[config.mk]
export PLATFORM = sky130hd
export DESIGN_NAME = alu_dispatch
export DESIGN_NICKNAME = d
export VERILOG_FILES = /design/src/rtl/alu_dispatch_pkg.sv /design/src/rtl/alu_dispatch_regfile.sv /design/src/rtl/alu_dispatch.sv
export SDC_FILE = /design/constraint.sdc
export NUM_CORES = 2
export LEC_CHECK = 0
export ABC_AREA = 0
export CAP_MARGIN = 20
export CORE_ASPECT_RATIO = 0.5
export CORE_MARGIN = 2
export CORE_UTILIZATION = 30
export DETAILED_ROUTE_END_ITERATION = 7
export GPL_TIMING_DRIVEN = 0
export HOLD_SLACK_MARGIN = 0.15
export SYNTH_ARGS = -nofsm -noshare
export SYNTH_HDL_FRONTEND = slang
export SYNTH_SLANG_ARGS = --single-unit
[constraint.sdc]
create_clock -name clk -period 73.4 [get_ports clk]
set_clock_uncertainty 0.05 [all_clocks]
set_input_delay 22.02 -clock clk [delete_from_list [all_inputs] [get_ports clk]]
set_output_delay 22.02 -clock clk [all_outputs]
set_load 0.01 [all_outputs]
[src/rtl/alu_dispatch_pkg.sv]
// Shared constants for alu_dispatch: RV32I opcodes, ALU op codes in {funct7[5],funct3} form, FSM states.
// ALU_LATENCY is the external ALU's operand-to-result delay in cycles.
package alu_dispatch_pkg;

  localparam logic [6:0] OPC_OP     = 7'b0110011;
  localparam logic [6:0] OPC_OP_IMM = 7'b0010011;

  localparam logic [6:0] F7_BASE = 7'b0000000;
  localparam logic [6:0] F7_ALT  = 7'b0100000;

  localparam logic [3:0] ALU_ADD  = 4'b0000;
  localparam logic [3:0] ALU_SUB  = 4'b1000;
  localparam logic [3:0] ALU_SLL  = 4'b0001;
  localparam logic [3:0] ALU_SLT  = 4'b0010;
  localparam logic [3:0] ALU_SLTU = 4'b0011;
  localparam logic [3:0] ALU_XOR  = 4'b0100;
  localparam logic [3:0] ALU_SRL  = 4'b0101;
  localparam logic [3:0] ALU_SRA  = 4'b1101;
  localparam logic [3:0] ALU_OR   = 4'b0110;
  localparam logic [3:0] ALU_AND  = 4'b0111;

  localparam int ALU_LATENCY = 1;

  typedef enum logic [1:0] {
    IDLE = 2'd0,
    READ = 2'd1,
    EXEC = 2'd2,
    WB   = 2'd3
  } state_e;

endpackage

[src/rtl/alu_dispatch_regfile.sv]
// 32x32 register file: two registered read ports (updated only when rd_en_i), one write port, x0 reads 0.
// Optional combinational debug read port under ALU_DISPATCH_DBG_EN.
module alu_dispatch_regfile (
  input  logic        clk,
  input  logic        rst,
  input  logic        rd_en_i,
  input  logic [4:0]  rs1_addr_i,
  input  logic [4:0]  rs2_addr_i,
  output logic [31:0] rs1_data_o,
  output logic [31:0] rs2_data_o,
  input  logic        wr_en_i,
  input  logic [4:0]  wr_addr_i,
  input  logic [31:0] wr_data_i
`ifdef ALU_DISPATCH_DBG_EN
  ,
  input  logic [4:0]  dbg_addr_i,
  output logic [31:0] dbg_data_o
`endif
);

  logic [31:0] regs_q [32];
  logic [31:0] rs1_data_q;
  logic [31:0] rs2_data_q;

  always_ff @(posedge clk or posedge rst) begin
    if (rst) begin
      for (int i = 0; i < 32; i++) regs_q[i] <= '0;
      rs1_data_q <= '0;
      rs2_data_q <= '0;
    end else begin
      if (wr_en_i && (wr_addr_i != 5'd0)) regs_q[wr_addr_i] <= wr_data_i;
      if (rd_en_i) begin
        rs1_data_q <= (rs1_addr_i == 5'd0) ? 32'd0 : regs_q[rs1_addr_i];
        rs2_data_q <= (rs2_addr_i == 5'd0) ? 32'd0 : regs_q[rs2_addr_i];
      end
    end
  end

  assign rs1_data_o = rs1_data_q;
  assign rs2_data_o = rs2_data_q;

`ifdef ALU_DISPATCH_DBG_EN
  assign dbg_data_o = (dbg_addr_i == 5'd0) ? 32'd0 : regs_q[dbg_addr_i];
`endif

endmodule

[src/rtl/alu_dispatch.sv]
// RV32I OP/OP-IMM dispatcher: IDLE->READ->EXEC->WB, done 3 cycles after accept, one instruction per 4 cycles.
// instr_ready only in IDLE, no queueing; ALU_DISPATCH_DBG_EN adds a combinational register debug read port.
module alu_dispatch
  import alu_dispatch_pkg::*;
(
  input  logic        clk,
  input  logic        rst,
  input  logic [31:0] instr,
  input  logic        instr_valid,
  output logic        instr_ready,
  output logic [31:0] alu_rs1,
  output logic [31:0] alu_rs2,
  output logic [3:0]  alu_op,
  input  logic [31:0] alu_rd,
  output logic        done,
  output logic        illegal
`ifdef ALU_DISPATCH_DBG_EN
  ,
  input  logic [4:0]  dbg_addr,
  output logic [31:0] dbg_data
`endif
);

  state_e      state_q, state_d;
  logic [31:0] instr_q;
  logic        illegal_q;
  logic        use_imm_q;
  logic [31:0] imm_q;
  logic [3:0]  alu_op_q;
  logic [31:0] rs1_data;
  logic [31:0] rs2_data;

  logic        dec_illegal;
  logic        dec_use_imm;
  logic [31:0] dec_imm;
  logic [3:0]  dec_op;

  logic [6:0] opcode;
  logic [2:0] funct3;
  logic [6:0] funct7;

  assign opcode = instr_q[6:0];
  assign funct3 = instr_q[14:12];
  assign funct7 = instr_q[31:25];

  always_comb begin
    dec_illegal = 1'b1;
    dec_use_imm = 1'b0;
    dec_imm     = '0;
    dec_op      = {instr_q[30], funct3};
    case (opcode)
      OPC_OP: begin
        dec_illegal = !((funct7 == F7_BASE) ||
                        ((funct7 == F7_ALT) && ((funct3 == 3'b000) || (funct3 == 3'b101))));
      end
      OPC_OP_IMM: begin
        dec_use_imm = 1'b1;
        case (funct3)
          3'b001: begin
            dec_illegal = (funct7 != F7_BASE);
            dec_imm     = {27'd0, instr_q[24:20]};
            dec_op      = ALU_SLL;
          end
          3'b101: begin
            dec_illegal = !((funct7 == F7_BASE) || (funct7 == F7_ALT));
            dec_imm     = {27'd0, instr_q[24:20]};
            dec_op      = {instr_q[30], 3'b101};
          end
          default: begin
            dec_illegal = 1'b0;
            dec_imm     = {{20{instr_q[31]}}, instr_q[31:20]};
            dec_op      = {1'b0, funct3};
          end
        endcase
      end
      default: ;
    endcase
  end

  always_comb begin
    state_d     = state_q;
    instr_ready = 1'b0;
    done        = 1'b0;
    illegal     = 1'b0;
    case (state_q)
      IDLE: begin
        instr_ready = 1'b1;
        if (instr_valid) state_d = READ;
      end
      READ: state_d = dec_illegal ? WB : EXEC;
      EXEC: state_d = WB;
      WB: begin
        done    = 1'b1;
        illegal = illegal_q;
        state_d = IDLE;
      end
      default: state_d = IDLE;
    endcase
  end

  // Operand/op registers load only on a legal READ so they stay frozen through WB, IDLE and illegal instructions.
  always_ff @(posedge clk or posedge rst) begin
    if (rst) begin
      state_q   <= IDLE;
      instr_q   <= '0;
      illegal_q <= 1'b0;
      use_imm_q <= 1'b0;
      imm_q     <= '0;
      alu_op_q  <= ALU_ADD;
    end else begin
      state_q <= state_d;
      if ((state_q == IDLE) && instr_valid) instr_q <= instr;
      if (state_q == READ) begin
        illegal_q <= dec_illegal;
        if (!dec_illegal) begin
          use_imm_q <= dec_use_imm;
          imm_q     <= dec_imm;
          alu_op_q  <= dec_op;
        end
      end
    end
  end

  alu_dispatch_regfile u_regfile (
    .clk        (clk),
    .rst        (rst),
    .rd_en_i    ((state_q == READ) && !dec_illegal),
    .rs1_addr_i (instr_q[19:15]),
    .rs2_addr_i (instr_q[24:20]),
    .rs1_data_o (rs1_data),
    .rs2_data_o (rs2_data),
    .wr_en_i    ((state_q == WB) && !illegal_q),
    .wr_addr_i  (instr_q[11:7]),
    .wr_data_i  (alu_rd)
`ifdef ALU_DISPATCH_DBG_EN
    ,
    .dbg_addr_i (dbg_addr),
    .dbg_data_o (dbg_data)
`endif
  );

  assign alu_rs1 = rs1_data;
  assign alu_rs2 = use_imm_q ? imm_q : rs2_data;
  assign alu_op  = alu_op_q;

endmodule

; ---- Yosys cells after proc, flatten, opt, wreduce, memory -nomap -nowiden
; Cells that the tools add are included.
[classes]
bitwise = 4
n_mul = 0
n_reduce_logical = 22
n_eq_ne = 9
div = 0
n_addsub = 0
n_shift = 0
mux = 25
n_lt_le_gt_ge = 4
[ops]
columns = op, n
row1 = 1024-bit bitwise mux, 1
row2 = 32-bit binary-select mux with 5-bit select, 2
row3 = 32-bit 2-to-1 mux, 10
row4 = 32-bit demux with 5-bit select, 1
row5 = 6-bit greater-or-equal comparator (second input constant), 3
row6 = 5-bit inverter with 6-bit output, 3
row7 = 7-bit by 6-bit == test with 1-bit output (second input constant), 2
row8 = 5-bit logical NOT, 2
row9 = 2-bit one-hot mux with 4 select lines, 1
row10 = 4-bit one-hot mux with 2 select lines, 1
row11 = 7-bit by 5-bit == test with 1-bit output (second input constant), 1
row12 = 7-bit logical NOT, 1
row13 = 7-bit nonzero test, 1
row14 = 1-bit logical AND, 6
row15 = 6-bit by 1-bit less-than comparator with 1-bit output (second input constant), 1
row16 = 1-bit 2-to-1 mux, 5
row17 = 5-bit nonzero test, 1
row18 = 2-bit == test (second input constant), 2
row19 = 1-bit logical NOT, 4
row20 = 4-bit 2-to-1 mux, 1
row21 = 1-bit one-hot mux with 2 select lines, 2
row22 = 3-bit by 1-bit == test with 1-bit output (second input constant), 1
row23 = 3-bit == test (second input constant), 1
row24 = 3-bit logical NOT, 1
row25 = 8 further kinds, 10
[totals]
word_cells = 104
register_bits = 1160
output_inout_bits = 71
mem_bits_ro = 0
n_memories = 0
latch_bits = 0
ram_bits = 0
in_bits = 67

; ---- Logic depth before layout (Yosys ltp)
[depth]
depth_word = 8
depth_mapped = 10
ltp_nobuf = 6

; ---- Hierarchy
; From an unflattened synthesis, not the netlist that was laid out.
[unflattened]
hier_cells = 4218
hier_area_um2 = 59714.8
[modules_own_cells]
columns = mod, instances, seq_area_each_um2, area_each_um2, cells_each
row1 = alu_dispatch_regfile, 1, 27226.1, 57263.7, 4015
row2 = alu_dispatch, 1, 1301.2, 2451.1, 203

; ---- Least setup slack after synthesis
; No wires, ideal clock.
[synth_path]
path_type = register -> output
startpoint = register use_imm_q
endpoint = output alu_rs2[10]
path_buffers = 2
required_ns = 51.330
path_slack_ns = 50.077
arrival_time_ns = 1.253
stages_incl_launch_ff = 4
cell_sequence = dfrtp_1 > clkbuf_1 > clkbuf_1 > mux2_2
[synth_via]
elab_chain_len = 1
[synth_lines]
columns = element, line
row1 = from (decl), alu_dispatch.sv:27  ; logic use_imm_q;
row2 = from (signal assigned), alu_dispatch.sv:116  ; use_imm_q <= dec_use_imm;
row3 = 32-bit 2-to-1 mux, alu_dispatch.sv:143  ; assign alu_rs2 = use_imm_q ? imm_q : rs2_data;
row4 = to (decl), alu_dispatch.sv:12  ; output logic [31:0] alu_rs2,
; No other way between the ends.

; ---- Final worst setup path
[layout_path]
startpoint = register use_imm_q
endpoint = output alu_rs2[18]
; Same word-level chain as after synthesis.

==> summary.txt <==
post-synth cell types: 52
Critical Path Start Type: flop
register share of total power: 26.1%
Core Util, Final: 34.81%
detailed placer's ending HPWL: 190.6 mm
area grow syn2layout: 15.69%
Congestion Overflow GR: 0
P per Cell Area: 39.36 nW/um^2
Ys Warns: 0
most common cell after layout, fill and taps aside: dfrtp_1
Bufs on Longest Clock Path: 3
Clock Latency Late Sink: 0.77 ns
Final #Nets: 4971
Post-Syn Nets: 4680
post-cts gate resize count: 0
commonest non-fill, non-tap cells in the layout: 1140 x dfrtp_1, 1095 x mux2_2, 689 x mux2i_1
synthesized area: 60010 um^2
First-pass DRT Iterations: 8
Total GRT Usage: 25.00%
Reg2Reg Setup Slack: 68.87 ns
Slew @ Worst Pin: 1.493 ns
setup bufs post-CTS: 0
Final Max Tran Viols: 0
setup violators final: 0
CTS tree: yes
Post-CTS Hold Fix Bufs: 0
FILL cells: 19750
RSZ-0062 raised after global routing: no
initial antenna violation count: 22
Row Count: 116
drt wl/cell: 34.12 um
Post-Synthesis Cells: 4610
period utilization: 35.45%
CP Class: reg2out
share of cells above drive strength 1: 33.81%
max-cap violations: 0
# H-tree levels: 3
WL final: 261.3 mm
register area share after synthesis: 47.54%
Worst VDD drop: 0.04138 mV
Reg clk slew, reported paths: 0.07 ns
Logic pwr share: 50.1%
num ports: 138
GP Congestion: 1.016
largest net degree at the start of global routing: 122
R2R cell count: 10
Routed Antenna Nets: 0
CTS Buf Count: 119
Sum Neg Setup Slack: 0 ns
clock network fraction of design power: 23.9%
Crit Path Max Fanout: 10
Int Pwr: 1.480 mW
Switch Pwr: 1.252 mW
via density per instance: 5.793
Worst slew margin: 0.4562%
worst hold path stage count: 1
leakage: 30.73 nW
Worst EP arrival: 3.95 ns
Root Buffer: clkbuf_16
Mean Syn Cell Area: 13.02 um^2
vias in the first global route: 43150
status: completed
TritonCTS Sinks: 1140
die width: 636.5 um
Hold Violations, Final: 0
Starting Density: 30.09%
worst hold path class: reg2reg
Synth async-reset ratio: 100.0%
synthesis-stage register bit count: 1140
Die ar.: 203800 um^2
first-pass GRT wire length: 355.7 mm
Main synth FF type: dfrtp_1
crit path time final: 26.02 ns
Net Sw Frac: 45.82%
Post-synth EDFFs: 0
drt initial violations: 5868
Final Instance Area: 69420 um^2
DRC viols: 0
core area: 199400 um^2
Vias: 44380
crit path capture type: primary output
Buffers on Ports: 137
Placed Instance Area: 65270 um^2
die height: 320.3 um
Fmax: 38.44 MHz
Critical Path RT: 51.33 ns
path summary, 6_finish.rpt:
check                                                   startpoint                                   to
worst max register to register             instr_q[20]$_DFFE_PP0P_  u_regfile.rs2_data_o[2]$_DFFE_PP0P_
worst max-delay path                         use_imm_q$_DFFE_PP0P_                          alu_rs2[18]
max in group asynchronous                                      rst   u_regfile.regs_q[1014]$_DFFE_PP0P_
worst min-delay path            u_regfile.regs_q[1000]$_DFFE_PP0P_   u_regfile.regs_q[1000]$_DFFE_PP0P_
worst min register to register  u_regfile.regs_q[1000]$_DFFE_PP0P_   u_regfile.regs_q[1000]$_DFFE_PP0P_
min in group asynchronous                                      rst      u_regfile.regs_q[3]$_DFFE_PP0P_
synthesized netlist by cell type, types with 35 or more instances:
cell type,instances,area [um^2]
o21ai_0,57,285.3
mux2i_1,689,6897
a221oi_1,64,560.5
a211oi_1,38,285.3
a22o_1,65,569.3
mux4_2,155,3491
o22ai_1,35,219.0
a21oi_1,95,475.5
clkbuf_1,228,855.8
nand2_1,155,581.8
dfrtp_1,1140,28530
nor3_1,43,215.2
o21ai_1,49,245.2
a22oi_1,183,1374
buf_1,60,225.2
buf_2,133,665.6
nor2_1,44,165.2
mux2_2,1095,12330
buf_4,58,435.4
layout make-up:
| cell class | instances | area [um^2] | share of cell area, % |
|---|---|---|---|
| inverters | 25 | 101.3 | 0.1460 |
| diodes | 12 | 30.03 | 0.04325 |
| well taps | 2655 | 3322 | 4.785 |
| clock inverters | 42 | 609.3 | 0.8777 |
| clock buffers | 171 | 3466 | 4.992 |
| plain buffers | 491 | 2311 | 3.329 |
| flip-flops and latches | 1140 | 28530 | 41.09 |
| repair buffers | 170 | 1977 | 2.848 |
| multi-input cells | 2954 | 29080 | 41.89 |
worst max-delay path: stages, from the launching register on:
cell             delay [ns]
dfrtp_1                0.33
clkbuf_1               0.69
nand2_1                0.64
clkbuf_1               0.41
o21ai_0                0.42
clkdlybuf4s50_1        0.68
power by group through the flow:
stage	Sequential (mW)	Clock [mW]	Combinational [mW]
final	0.712	0.652	1.37
after global routing	0.716	0.679	1.36
after CTS	0.710	0.654	1.29
after detailed placement	0.722	0	1.28
after global placement	0.723	0	1.27
after floorplan	0.714	0	0.666
state kept, by name (all words and copies together), names as in the netlist:
register,cells
imm_q,12
instr_q,32
u_regfile.regs_q,1024
alu_op,4
use_imm_q,1
illegal_q,1
u_regfile.rs2_data_o,32
u_regfile.rs1_data_o,32
state_q,2
per-layer routing:
metal / GRT usage, % / up-vias / wire length (um)
li1: - / 17840 / -
met1: 31.75 / 23340 / 104400
met2: 34.95 / 2540 / 106000
met3: 12.48 / 645 / 36160
met4: 12.29 / 10 / 14700
met5: 0 / - / 69
through the flow:
step | instances | setup WS (ns) | power [mW] | hold WS (ns)
after floorplan | 4610 | 19.22 | 1.380 | 0.3887
after global placement | 7402 | 4.256 | 1.989 | 0.4078
after detailed placement | 7428 | 48.33 | 2.004 | 0.4119
after CTS | 7641 | 47.68 | 2.651 | 0.4290
after global routing | 7649 | 47.56 | 2.760 | 0.4370
final | 7660 | 47.38 | 2.732 | 0.4246
cell families after synthesis:
family	Yosys count	share of synthesized area [%]
AOI/OAI and AO/OA	657	7.673
buffers and inverters	516	4.003
adders and majority gates	3	0.06256
muxes	1946	37.99
and+or+nand+nor	348	2.735
DFF	1140	47.54
Note: power is estimated with default switching activity, not from simulation.
